**src/rtl/vend_ctrl_param.sv**
```systemverilog
// Parametrised multi-item vending controller: saturating credit, per-item stock,
// priority-arbitrated one-pulse inputs and a timed step-wise refund.
module vend_ctrl_param #(
    parameter int                          N_ITEMS     = 4,
    parameter int                          CREDIT_W    = 8,
    parameter int                          MAX_CREDIT  = 100,
    parameter logic [N_ITEMS*CREDIT_W-1:0] PRICES      = {8'd80, 8'd30, 8'd25, 8'd20},
    parameter int                          STOCK_W     = 4,
    parameter int                          STOCK_INIT  = 5,
    parameter int                          REFUND_STEP = 5,
    parameter int                          TICK_DIV    = 100_000_000
) (
    input  logic                                               clk,
    input  logic                                               rst,
    input  logic                                               coin_5,
    input  logic                                               coin_10,
    input  logic                                               coin_50,
    input  logic                                               cancel,
    input  logic [N_ITEMS-1:0]                                 sel,
    input  logic                                               restock,
    output logic [CREDIT_W-1:0]                                credit,
    output logic [N_ITEMS-1:0]                                 avail,
    output logic [N_ITEMS-1:0]                                 stock_empty,
    output logic                                               vend_pulse,
    output logic [((N_ITEMS > 1) ? $clog2(N_ITEMS) : 1)-1:0]   vend_item,
    output logic                                               refund_pulse,
    output logic                                               coin_reject,
    output logic                                               busy
);

    localparam int IDX_W  = (N_ITEMS > 1) ? $clog2(N_ITEMS) : 1;
    localparam int TICK_W = (TICK_DIV > 1) ? $clog2(TICK_DIV) : 1;

    typedef enum logic {IDLE, REFUND} state_t;

    state_t              state;
    logic [STOCK_W-1:0]  stock [N_ITEMS];
    logic [TICK_W-1:0]   tick_cnt;
    logic [CREDIT_W-1:0] price [N_ITEMS];
    logic [CREDIT_W:0]   coin_val;
    logic [CREDIT_W:0]   coin_sum;
    logic [IDX_W-1:0]    sel_idx;
    logic                sel_any;
    logic                any_coin;
    logic                coin_dropped;

    assign busy         = (state == REFUND);
    assign any_coin     = coin_5 | coin_10 | coin_50;
    assign coin_dropped = (coin_50 & (coin_10 | coin_5)) | (coin_10 & coin_5);
    assign coin_sum     = {1'b0, credit} + coin_val;

    always_comb begin
        for (int i = 0; i < N_ITEMS; i++) begin
            price[i]       = PRICES[i*CREDIT_W +: CREDIT_W];
            stock_empty[i] = (stock[i] == '0);
            avail[i]       = (state == IDLE) && (credit >= price[i]) && (stock[i] != '0);
        end
    end

    // Highest-value coin wins; the lower ones in the same cycle are dropped.
    always_comb begin
        coin_val = '0;
        if (coin_50)      coin_val = (CREDIT_W+1)'(50);
        else if (coin_10) coin_val = (CREDIT_W+1)'(10);
        else if (coin_5)  coin_val = (CREDIT_W+1)'(5);
    end

    always_comb begin
        sel_idx = '0;
        sel_any = 1'b0;
        for (int i = 0; i < N_ITEMS; i++) begin
            if (sel[i]) begin
                sel_idx = IDX_W'(i);
                sel_any = 1'b1;
            end
        end
    end

    always_ff @(posedge clk or posedge rst) begin
        if (rst) begin
            state        <= IDLE;
            credit       <= '0;
            tick_cnt     <= '0;
            vend_pulse   <= 1'b0;
            vend_item    <= '0;
            refund_pulse <= 1'b0;
            coin_reject  <= 1'b0;
            for (int i = 0; i < N_ITEMS; i++) stock[i] <= STOCK_W'(STOCK_INIT);
        end else begin
            vend_pulse   <= 1'b0;
            refund_pulse <= 1'b0;
            coin_reject  <= 1'b0;
            case (state)
                IDLE: begin
                    tick_cnt <= '0;
                    if (cancel) begin
                        coin_reject <= any_coin;
                        if (credit != '0) state <= REFUND;
                    end else if (any_coin) begin
                        if (credit == CREDIT_W'(MAX_CREDIT)) begin
                            coin_reject <= 1'b1;
                        end else begin
                            coin_reject <= coin_dropped;
                            if (coin_sum > (CREDIT_W+1)'(MAX_CREDIT)) credit <= CREDIT_W'(MAX_CREDIT);
                            else                                      credit <= coin_sum[CREDIT_W-1:0];
                        end
                    end else if (sel_any) begin
                        if (avail[sel_idx]) begin
                            vend_pulse     <= 1'b1;
                            vend_item      <= sel_idx;
                            credit         <= credit - price[sel_idx];
                            stock[sel_idx] <= stock[sel_idx] - STOCK_W'(1);
                            if (credit != price[sel_idx]) state <= REFUND;
                        end
                    end else if (restock) begin
                        for (int i = 0; i < N_ITEMS; i++) stock[i] <= STOCK_W'(STOCK_INIT);
                    end
                end
                REFUND: begin
                    coin_reject <= any_coin;
                    // One refund step per wrap of the tick counter; leave once credit is exhausted.
                    if (tick_cnt == TICK_W'(TICK_DIV - 1)) begin
                        tick_cnt     <= '0;
                        refund_pulse <= 1'b1;
                        if (credit <= CREDIT_W'(REFUND_STEP)) begin
                            credit <= '0;
                            state  <= IDLE;
                        end else begin
                            credit <= credit - CREDIT_W'(REFUND_STEP);
                        end
                    end else begin
                        tick_cnt <= tick_cnt + TICK_W'(1);
                    end
                end
                default: state <= IDLE;
            endcase
        end
    end

endmodule

```
**config.mk**
```make
export PLATFORM = sky130hd
export DESIGN_NAME = vend_ctrl_param
export DESIGN_NICKNAME = d
export VERILOG_FILES = /design/src/rtl/vend_ctrl_param.sv
export SDC_FILE = /design/constraint.sdc
export NUM_CORES = 1
export LEC_CHECK = 0
export ABC_AREA = 1
export BUFFER_PORTS_ARGS = -buffer_cell sky130_fd_sc_hd__buf_2
export CAP_MARGIN = 10
export CORE_AREA = 2 2 86 88
export CTS_CLUSTER_SIZE = 20
export DETAILED_ROUTE_END_ITERATION = 6
export DIE_AREA = 0 0 88 90
export GPL_TIMING_DRIVEN = 0
export PLACE_DENSITY = 0.89
export SYNTH_ARGS = -nofsm -noshare
export SYNTH_HDL_FRONTEND = slang
export SYNTH_SLANG_ARGS = --single-unit
```
**constraint.sdc**
```tcl
create_clock -name clk -period 2.15 [get_ports clk]
set_input_delay 0.43 -clock clk [delete_from_list [all_inputs] [get_ports clk]]
set_output_delay 0.43 -clock clk [all_outputs]
set_load 0.005 [all_outputs]
```
==> run summary, run 1 <==
Mapped Nets: 608
post-synth top area share: 29.3%
Worst path top cell family by delay: simple AND/OR/NAND/NOR gates
DR vias/cell: 6.18
Max H-tree Level: 3
initial core utilization: 59.5%
Req. time, crit path: 2430 ps
Iteration-0 DRC Markers: 423
status: finished with violations
Setup-failing EPs final: 6
P_leak: 2.56 nW
Gate Count Post-Synth: 577
max-slew violations: 0
vias post-DR: 4698
sequential fraction of the synthesis area: 34.4%
number of synthesized register bits: 57
I/O Pins: 33
CTS sink cnt: 57
worst setup margin: -45.7 ps
initial antenna violation count: 0
later-pin clock latency in the skew report: 350 ps
top_reg_cell synth: dfrtp_1
DRC errors left: 0
1st-pass router iterations: 5
crit path DAT: 2470 ps
Clock Tree Root: clkbuf_8
Max Clock Skew: 13.3 ps
dpl cell area: 4570 sq um
fin area: 5520 sq um
Area contributors post-synth: dfrtp_1, nand2_1, inv_1, ha_1, nand3_1
# port buffers: 32
Worst path max stage delay: 490 ps
synth unique cells: 45
WS Path Type: reg2reg
Die X: 88 um
Final nets: 687
maxcap violations: 0
first-pass GRT wire length: 19000 um
Die Span Y: 90 um
synthesized area: 4180 sq um
Least-Margin Pin Slew: 520 ps
die area: 7920 sq um
HP Class: in2async
FILL cells: 400
Final ANT Viol Nets: 0
Placer Congestion: 0.950
Detailed Route WL: 13600 um
CP Launch Type: flop
most frequent CP cell: nand2_1
Overflow after GRT: 0
clock buffer depth: 2
row count: 31
share of cells above drive strength 1: 32.8%
failing checks: setup timing
crit-path max FO: 8
RSZ-0062 raised after global routing: true
Power Density: 775 nW/um^2
CORE AREA: 7020 sq um
Worst setup EP type: flop
Layout area overhead: 32.2%
relative slew slack: 65.4%
Final Hold Fails: 0
EDFF count, synth: 0
synthesized area per cell: 7.24 sq um
CP max stage cell: dfrtp_2
fin crit period: 2200 ps
Worst VDD drop: 528 uV
TritonCTS clock tree: built
total chip power: 4.28 mW
total CTS buffers: 9
detailed placer's ending HPWL: 7970 um
number of global-route vias before repair: 4178
worst path bufs/invs: 1
Final TNS setup: -133 ps
Async S/R FF share, synth: 100%
crit path cell chain: ha_4, nand4_1, nand2_1, a21oi_1, nand3_1, nand2_2, inv_1, nand3_2, nand4_1, nand2_1, nand2_1, a21oi_2
CTS clk-pin slew, worst paths: 70 ps
Overall Global Routing Usage: 30.1%
mean routed wirelength per cell: 17.9 um
Synth area leader: dfrtp_1
Fmax: 455 MHz
final worst-path cycle share: 102%
number of diodes: 0
synth warn: 0
pin count of the biggest net entering global routing: 45
cell usage in the layout (no fill, tap or decap), types with 5 or more instances in the layout:
cell and instances:
nor2_4 11, ha_4 7, buf_6 5, nor2_2 5, ha_1 7, a21boi_1 5, nand3_4 6, nand3_1 35
buf_4 34, o22ai_1 5, dfrtp_1 42, inv_2 6, inv_1 63, nand2_2 22, buf_2 28, nand3_2 7
dfrtp_2 7, inv_4 6, nand2_1 117, nand4_1 19, dfstp_2 8, nor3_2 6, xor2_1 13, nor2_1 50
a21oi_2 7, o21ai_1 8, clkbuf_8 10, nor3_1 15, o21ai_0 15, o211ai_1 5, a21oi_1 22
routing by layer:
metal	wire (um)	up-vias	share of wire, %	track usage [%]
met2	6320	361	47	47.2
met5	0	-	0	0
met4	684	0	5.0	11.0
li1	-	2079	-	-
met1	5240	2169	39	40.4
met3	1350	89	10	6.98
cells in the mapped netlist, drive strengths merged, types with 3 or more instances:
| library cell | instances |
|---|---|
| xor2 | 13 |
| buf | 6 |
| dfrtp | 49 |
| clkbuf | 4 |
| nor4 | 6 |
| a21oi | 31 |
| nor3 | 22 |
| nand4 | 19 |
| a21boi | 5 |
| or2 | 4 |
| o211ai | 5 |
| ha | 18 |
| inv | 77 |
| o22ai | 5 |
| a31oi | 4 |
| o21bai | 3 |
| nand3 | 48 |
| dfstp | 8 |
| nor2 | 66 |
| nand2 | 143 |
| o21ai | 25 |
layout make-up:
| type | count | area [sq um] | share of cell area [%] |
|---|---|---|---|
| Sequential cell | 57 | 1450 | 26.2 |
| Tap cell | 99 | 124 | 2.24 |
| Clock inverter | 5 | 103 | 1.86 |
| Multi-Input combinational cell | 433 | 2780 | 50.4 |
| Timing Repair Buffer | 69 | 531 | 9.60 |
| Clock buffer | 11 | 141 | 2.56 |
| Inverter | 77 | 320 | 5.80 |
| Buffer | 9 | 77.6 | 1.40 |
final timing paths:
path	depth (start not counted)	start	slack, ps	endpoint
max	12	credit[3]$_DFFE_PP0P_	-50	credit[4]$_DFFE_PP0P_
min	2	rst	30	vend_item[1]$_DFFE_PP0P_
max reg2reg	12	credit[3]$_DFFE_PP0P_	-50	credit[4]$_DFFE_PP0P_
min reg2reg	2	stock[8]$_DFFE_PP1P_	480	stock[8]$_DFFE_PP1P_
max in group asynchronous	3	rst	1540	stock[0]$_DFFE_PP1P_
min in group clk	2	stock[8]$_DFFE_PP1P_	480	stock[8]$_DFFE_PP1P_
power by group:
part / switching, mW / internal [mW] / total [mW]
registers: 0.152 / 1.19 / 1.34
clock network: 0.463 / 0.800 / 1.26
logic: 0.991 / 0.691 / 1.68
total: 1.61 / 2.68 / 4.28
sequential cells by signal (all words and copies together) (netlist names):
| name | count |
|---|---|
| tick_cnt | 27 |
| vend_pulse | 1 |
| busy | 1 |
| credit | 8 |
| stock | 16 |
| refund_pulse | 1 |
| coin_reject | 1 |
| vend_item | 2 |
stage by stage:
step / cells / hold slack, ps / setup WS [ps] / utilization (%)
after floorplan: 577 / 442 / -23.5 / -
after detailed placement: 709 / 402 / -572 / 65.2
after CTS: 736 / 31.7 / -43.0 / 70.2
after global routing: 760 / 50.2 / -146 / 78.7
final: 760 / 26.8 / -45.7 / 78.7
after global placement: 708 / 454 / -452 / 64.9
logic make-up (layout without fill, tap and decap cells):
logic type	after synthesis	count (layout)	synth area share (%)
flip-flops	57	57	34.4
buffers and inverters	87	171	8.41
AO/OA/AOI/OAI	87	87	12.2
adder cells (fa/ha/maj)	20	20	6.35
AND/OR/NAND/NOR	311	311	35.5
XOR/XNOR	15	15	3.14
what timing repair did:
item / in CTS / in global routing
endpoints found under the setup margin: 38 / 51
hold buffers: 0 / 0
setup buffers: 11 / 24
pin swaps: 4 / 41
resized for setup: 10 / 104
cloned: 0 / 1
(Power assumes the default switching activity.)
==> run 2: changes to the inputs <==
--- a/config.mk
+++ b/config.mk
@@ -8,12 +8,12 @@
 export ABC_AREA = 1
 export BUFFER_PORTS_ARGS = -buffer_cell sky130_fd_sc_hd__buf_2
 export CAP_MARGIN = 10
-export CORE_AREA = 2 2 86 88
+export CORE_AREA = 2 2 83 85
 export CTS_CLUSTER_SIZE = 20
 export DETAILED_ROUTE_END_ITERATION = 6
-export DIE_AREA = 0 0 88 90
+export DIE_AREA = 0 0 85 87
 export GPL_TIMING_DRIVEN = 0
-export PLACE_DENSITY = 0.89
+export PLACE_DENSITY = 0.94
 export SYNTH_ARGS = -nofsm -noshare
 export SYNTH_HDL_FRONTEND = slang
 export SYNTH_SLANG_ARGS = --single-unit
==> constraint.sdc (replaced) <==
create_clock -name clk -period 2.8 [get_ports clk]
set_input_delay 0.56 -clock clk [delete_from_list [all_inputs] [get_ports clk]]
set_output_delay 0.56 -clock clk [all_outputs]
set_load 0.005 [all_outputs]
==> run summary, run 2 (synthesis gave the netlist of run 1 again) <==
TritonCTS clock tree: built (unchanged)
CP Launch Type: primary input (was flop)
WS Path Type: in2reg (was reg2reg)
Max Clock Skew: 12.3 ps (was 13.3 ps)
detailed placer's ending HPWL: 8000 um (was 7970 um)
Post-CTS Setup Inserts: 0 (was 11)
Worst setup EP type: flop (unchanged)
DR vias/cell: 6.04 (was 6.18)
Detailed Route WL: 10800 um (was 13600 um)
clock buffer depth: 2 (unchanged)
HP Class: in2async (unchanged)
Layout area overhead: 12.2% (was 32.2%)
most flop-heavy register: tick_cnt (unchanged)
fin crit period: 2710 ps
Register Area: 1440 sq um (was 1450 sq um)
worst setup margin: 93.8 ps (was -45.7 ps)
FILL cells: 516 (was 400)
share of cells above drive strength 1: 16.6% (was 32.8%)
CORE AREA: 6570 sq um (was 7020 sq um)
initial antenna violation count: 0 (unchanged)
most frequent cells in the layout: nand2_1, inv_1, nor2_1 (unchanged)
row count: 30 (was 31)
1st-pass router iterations: 7 (was 5)
relative slew slack: 64.7% (was 65.4%)
P_leak: 2.33 nW (was 2.56 nW)
status: finished clean (was finished with violations)
number of global-route vias before repair: 3907 (was 4178)
Worst Reg-to-Reg Cells: 15 (was 12)
Final ANT Viol Nets: 0 (unchanged)
total CTS buffers: 9 (unchanged)
Die X: 85 um (was 88 um)
most common cell after layout, fill and taps aside: nand2_1 (unchanged)
worst hold margin: 144 ps (was 26.8 ps)
number of diodes: 0 (unchanged)
total chip power: 2.75 mW (was 4.28 mW)
vias post-DR: 4261 (was 4698)
Fmax: 370 MHz
Worst path max stage delay: 440 ps (was 490 ps)
final core occ: 71.4% (was 78.7%)
I/O Pins: 33 (unchanged)
Placer Congestion: 0.978 (was 0.950)
CP max stage cell: fa_1 (was dfrtp_2)
first-pass GRT wire length: 17500 um (was 19000 um)
CTS sink cnt: 57 (unchanged)
Overall Global Routing Usage: 29.5% (was 30.1%)
Die Span Y: 87 um (was 90 um)
crit path DAT: 2970 ps (was 2470 ps)
Hold Buf Count CTS: 0 (unchanged)
maxcap violations: 0 (unchanged)
Final nets: 652 (was 687)
initial core utilization: 63.6% (was 59.5%)
Least-Margin Pin Slew: 524 ps (was 520 ps)
Regs by FF count: tick_cnt: 27 flops, stock: 16 flops, credit: 8 flops (unchanged)
Power Density: 586 nW/um^2 (was 775 nW/um^2)
crit-path max FO: 8 (unchanged)
pin count of the biggest net entering global routing: 46 (was 45)
die area: 7400 sq um (was 7920 sq um)
later-pin clock latency in the skew report: 350 ps (about the same)
mean routed wirelength per cell: 15.4 um (was 17.9 um)
Setup-failing EPs final: 0 (was 6)
Worst VDD drop: 439 uV (was 528 uV)
Final Hold Fails: 0 (unchanged)
Overflow after GRT: 0 (unchanged)
post-place setup slack: -381 ps (was -572 ps)
DRC errors left: 0 (unchanged)
most frequent CP cell: nand2_1 (unchanged)
Clock Tree Root: clkbuf_8 (unchanged)
final worst-path cycle share: 96.7%
Req. time, crit path: 3060 ps (was 2430 ps)
# port buffers: 32 (unchanged)
Iteration-0 DRC Markers: 332 (was 423)
max reg flops: 27 (unchanged)
RSZ-0062 raised after global routing: false (was true)
crit path cell chain: buf_2, a21oi_2, inv_1, ha_1, ha_1, fa_1, o21ai_2, a21oi_1, xor2_1, nand2_1, nand2_1, nand2_1, a21boi_0 (was ha_4, nand4_1, nand2_1, a21oi_1, nand3_1, nand2_2, inv_1, nand3_2, nand4_1, nand2_1, nand2_1, a21oi_2)
max-slew violations: 0 (unchanged)
Max H-tree Level: 3 (unchanged)
multi-input logic area: 2400 sq um (was 2780 sq um)
CTS clk-pin slew, worst paths: 80 ps (was 70 ps)
## run 2: cell type report
| cell class | count | area share, % |
|---|---|---|
| sequential | 57 | 30.6 |
| buffer | 10 | 1.39 |
| clock inverter | 5 | 1.68 |
| multi-input combinational | 433 | 51.1 |
| clock buffer | 11 | 3.01 |
| tap | 80 | 2.13 |
| inverter | 77 | 6.16 |
| timing repair buffer | 33 | 3.84 |
## run 2: timing repair
| item | 4_1_cts | 5_1_grt |
|---|---|---|
| endpoints found under the hold margin | 0 | 0 |
| setup endpoints to repair | 1 | 2 |
| resized for setup | 1 | 4 |
| cloned | 0 | 0 |
## run 2: report_power, final
part / internal [mW] / switching (mW)
clock network: 0.524 / 0.354
logic: 0.315 / 0.542
registers: 0.905 / 0.107
total: 1.74 / 1.00
## run 2: path summary, 6_finish.rpt
kind | end | slack (ps) | start
max in group asynchronous | stock[4]$_DFFE_PP1P_ | 2060 | rst
worst min-delay path | stock[11]$_DFFE_PP0P_ | 140 | rst
min in group clk | stock[4]$_DFFE_PP1P_ | 470 | stock[4]$_DFFE_PP1P_
worst max register to register | stock[15]$_DFFE_PP0P_ | 380 | credit[1]$_DFFE_PP0P_
worst max-delay path | credit[6]$_DFFE_PP0P_ | 90 | sel[1]
worst min register to register | stock[4]$_DFFE_PP1P_ | 470 | stock[4]$_DFFE_PP1P_
## run 2: worst max-delay path, delay by kind of cell
family          cells  cell delay [ps]
simple gates        3              200
buf+inv             2              310
fa+ha+maj           3              960
xor+xnor            1              220
compound gates      4              700
## run 2: layer usage
metal	vias to the layer above	wire length [um]	global-route usage [%]
li1	2003	-	-
met1	1959	4490	38.7
met2	253	5060	48.1
met3	46	961	5.59
met4	0	331	12.7
met5	-	0	0
## run 2: through the flow
stage	TNS [ps]	instances	cell area, sq um
after CTS	0	706	4680
final	0	706	4690
after global routing	0	706	4690
after detailed placement	-991	690	4460
after floorplan	0	577	4180
after global placement	-603	689	4440
==> run 3: changes to the inputs <==
--- a/config.mk
+++ b/config.mk
@@ -8,12 +8,12 @@
 export ABC_AREA = 1
 export BUFFER_PORTS_ARGS = -buffer_cell sky130_fd_sc_hd__buf_2
 export CAP_MARGIN = 10
-export CORE_AREA = 2 2 83 85
+export CORE_AREA = 2 2 86 88
 export CTS_CLUSTER_SIZE = 20
 export DETAILED_ROUTE_END_ITERATION = 6
-export DIE_AREA = 0 0 85 87
+export DIE_AREA = 0 0 88 90
 export GPL_TIMING_DRIVEN = 0
-export PLACE_DENSITY = 0.94
+export PLACE_DENSITY = 0.89
 export SYNTH_ARGS = -nofsm -noshare
 export SYNTH_HDL_FRONTEND = slang
 export SYNTH_SLANG_ARGS = --single-unit
==> constraint.sdc (replaced) <==
create_clock -name clk -period 2.5 [get_ports clk]
set_input_delay 0.5 -clock clk [delete_from_list [all_inputs] [get_ports clk]]
set_output_delay 0.5 -clock clk [all_outputs]
set_load 0.005 [all_outputs]
==> run summary, run 3 (synthesis gave the netlist of run 1 again) <==
Fmax: 412 MHz
I/O Pins: 33 (unchanged)
CTS clk-pin slew, worst paths: 80 ps (about the same)
P_leak: 2.34 nW (was 2.33 nW)
most common cell after layout, fill and taps aside: nand2_1 (unchanged)
crit-path max FO: 11 (was 8)
multi-input logic area: 2420 sq um (was 2400 sq um)
maxcap violations: 0 (unchanged)
total chip power: 3.14 mW (was 2.75 mW)
most flop-heavy register: tick_cnt (unchanged)
worst hold margin: 139 ps (was 144 ps)
Overflow after GRT: 0 (unchanged)
die area: 7920 sq um (was 7400 sq um)
initial core utilization: 59.5% (was 63.6%)
# port buffers: 32 (unchanged)
Power Density: 655 nW/um^2 (was 586 nW/um^2)
Regs by FF count: tick_cnt: 27 flops, stock: 16 flops, credit: 8 flops (unchanged)
WL met2: 5130 um (was 5060 um)
CTS sink cnt: 57 (unchanged)
relative slew slack: 64.4% (was 64.7%)
DRC errors left: 0 (unchanged)
Overall Global Routing Usage: 28.6% (was 29.5%)
Worst VDD drop: 361 uV (was 439 uV)
vias post-DR: 4200 (was 4261)
CORE AREA: 7020 sq um (was 6570 sq um)
mean routed wirelength per cell: 14.8 um (was 15.4 um)
CP max stage cell: ha_1 (was fa_1)
switching power: 1.17 mW (was 1.00 mW)
Placer Congestion: 0.928 (was 0.978)
crit path cell chain: buf_2, inv_1, a21oi_4, buf_6, ha_4, inv_1, ha_1, nand2_1, o21ai_2, nand2_1, a21oi_1, xor2_1, o21ai_0, o21bai_1, a21boi_0 (was buf_2, a21oi_2, inv_1, ha_1, ha_1, fa_1, o21ai_2, a21oi_1, xor2_1, nand2_1, nand2_1, nand2_1, a21boi_0)
reg2reg setup slack: 130 ps (was 380 ps)
row count: 31 (was 30)
Max Clock Skew: 11.2 ps (was 12.3 ps)
dpl cell area: 4480 sq um (was 4460 sq um)
CP Launch Type: primary input (unchanged)
Detailed Route WL: 10800 um (about the same)
final worst-path cycle share: 97.1%
Max Used Layer: met4 (unchanged)
number of diodes: 0 (unchanged)
status: finished clean (unchanged)
Worst path max stage delay: 290 ps (was 440 ps)
Clock Tree Root: clkbuf_8 (unchanged)
initial antenna violation count: 0 (unchanged)
Cell Int Power: 1.97 mW (was 1.74 mW)
1st-pass router iterations: 5 (was 7)
sequential share of power: 36.3% (was 36.8%)
Register Area: 1440 sq um (about the same)
M1 WL: 4660 um (was 4490 um)
FILL cells: 564 (was 516)
Iteration-0 DRC Markers: 268 (was 332)
Final TNS setup: 0 ps (unchanged)
Max H-tree Level: 3 (unchanged)
share of cells above drive strength 1: 18.8% (was 16.6%)
fin crit period: 2430 ps
max-slew violations: 0 (unchanged)
crit path DAT: 2700 ps (was 2970 ps)
DR vias/cell: 5.75 (was 6.04)
TritonCTS clock tree: built (unchanged)
first-pass GRT wire length: 18100 um (was 17500 um)
Sw Ratio: 37.4% (was 36.5%)
Final nets: 658 (was 652)
WS Path Type: in2reg (unchanged)
clock buffer depth: 2 (unchanged)
detailed placer's ending HPWL: 7800 um (was 8000 um)
fin area: 4800 sq um (was 4690 sq um)
Layout area overhead: 14.9% (was 12.2%)
later-pin clock latency in the skew report: 350 ps (about the same)
Least-Margin Pin Slew: 530 ps (was 524 ps)
RSZ-0062 raised after global routing: true (was false)
max reg flops: 27 (unchanged)
Die Span Y: 90 um (was 87 um)
Worst setup EP type: flop (unchanged)
combinational share of power: 32.2% (was 31.2%)
number of global-route vias before repair: 3870 (was 3907)
Final Hold Fails: 0 (unchanged)
pin count of the biggest net entering global routing: 40 (was 46)
Clk pwr share: 31.6% (was 32.0%)
total CTS buffers: 9 (unchanged)
HP Class: in2async (unchanged)
Final ANT Viol Nets: 0 (unchanged)
Setup-failing EPs final: 0 (unchanged)
Req. time, crit path: 2780 ps (was 3060 ps)
most frequent cells in the layout: nand2_1, inv_1, nor2_1 (unchanged)
routed wl met3: 817 um (was 961 um)
Die X: 88 um (was 85 um)
==> run 3: critical path, delay by kind of cell <==
family	cells	cell delay (ps)
AND/OR/NAND/NOR	2	140
adder cells (fa/ha/maj)	2	470
XOR/XNOR	1	160
AO/OA/AOI/OAI	6	970
buffers and inverters	4	450
==> run 3: power groups by stage <==
stage	Combinational [mW]	Sequential, mW	Clock (mW)
2_1_floorplan	0.710	1.12	0
3_3_place_gp	0.884	1.14	0
3_5_place_dp	0.927	1.14	0
4_1_cts	0.944	1.13	1.00
5_1_grt	1.14	1.15	1.06
6_report	1.01	1.14	0.992
==> run 3: stage by stage <==
step / setup slack (ps) / instances / utilization (%)
2_1_floorplan: 22.4 / 577 / -
3_3_place_gp: -451 / 708 / 63.6
3_5_place_dp: -535 / 709 / 63.9
4_1_cts: 7.83 / 725 / 67.3
5_1_grt: -138 / 731 / 68.4
6_report: 72.3 / 731 / 68.4
==> run 3: final cells by class <==
cell class | count | area share [%]
Timing Repair Buffer | 39 | 4.69
Multi-Input combinational cell | 433 | 50.5
Sequential cell | 57 | 30.0
Buffer | 10 | 1.43
Clock buffer | 9 | 2.58
Tap cell | 99 | 2.58
Clock inverter | 7 | 2.14
Inverter | 77 | 6.10
==> run 3: what timing repair did <==
action	4_1_cts	5_1_grt
pin swaps	0	3
endpoints found under the setup margin	2	24
buffers inserted	0	6
gates resized for setup	7	8
hold buffers	0	0
==> run 3: final timing paths <==
kind / depth (start not counted) / from / endpoint
max reg2reg: 13 / credit[0]$_DFFE_PP0P_ / credit[2]$_DFFE_PP0P_
min in group clk: 2 / stock[4]$_DFFE_PP1P_ / stock[4]$_DFFE_PP1P_
min reg2reg: 2 / stock[4]$_DFFE_PP1P_ / stock[4]$_DFFE_PP1P_
min: 2 / rst / vend_item[1]$_DFFE_PP0P_
max in group asynchronous: 3 / rst / credit[1]$_DFFE_PP0P_
max: 15 / sel[2] / credit[5]$_DFFE_PP0P_
==> run 3: per-layer routing <==
metal	track usage, %	vias to the layer above
met4	7.69	0
met5	0	-
met2	45.5	210
li1	-	2016
met3	5.51	34
met1	39.7	1940
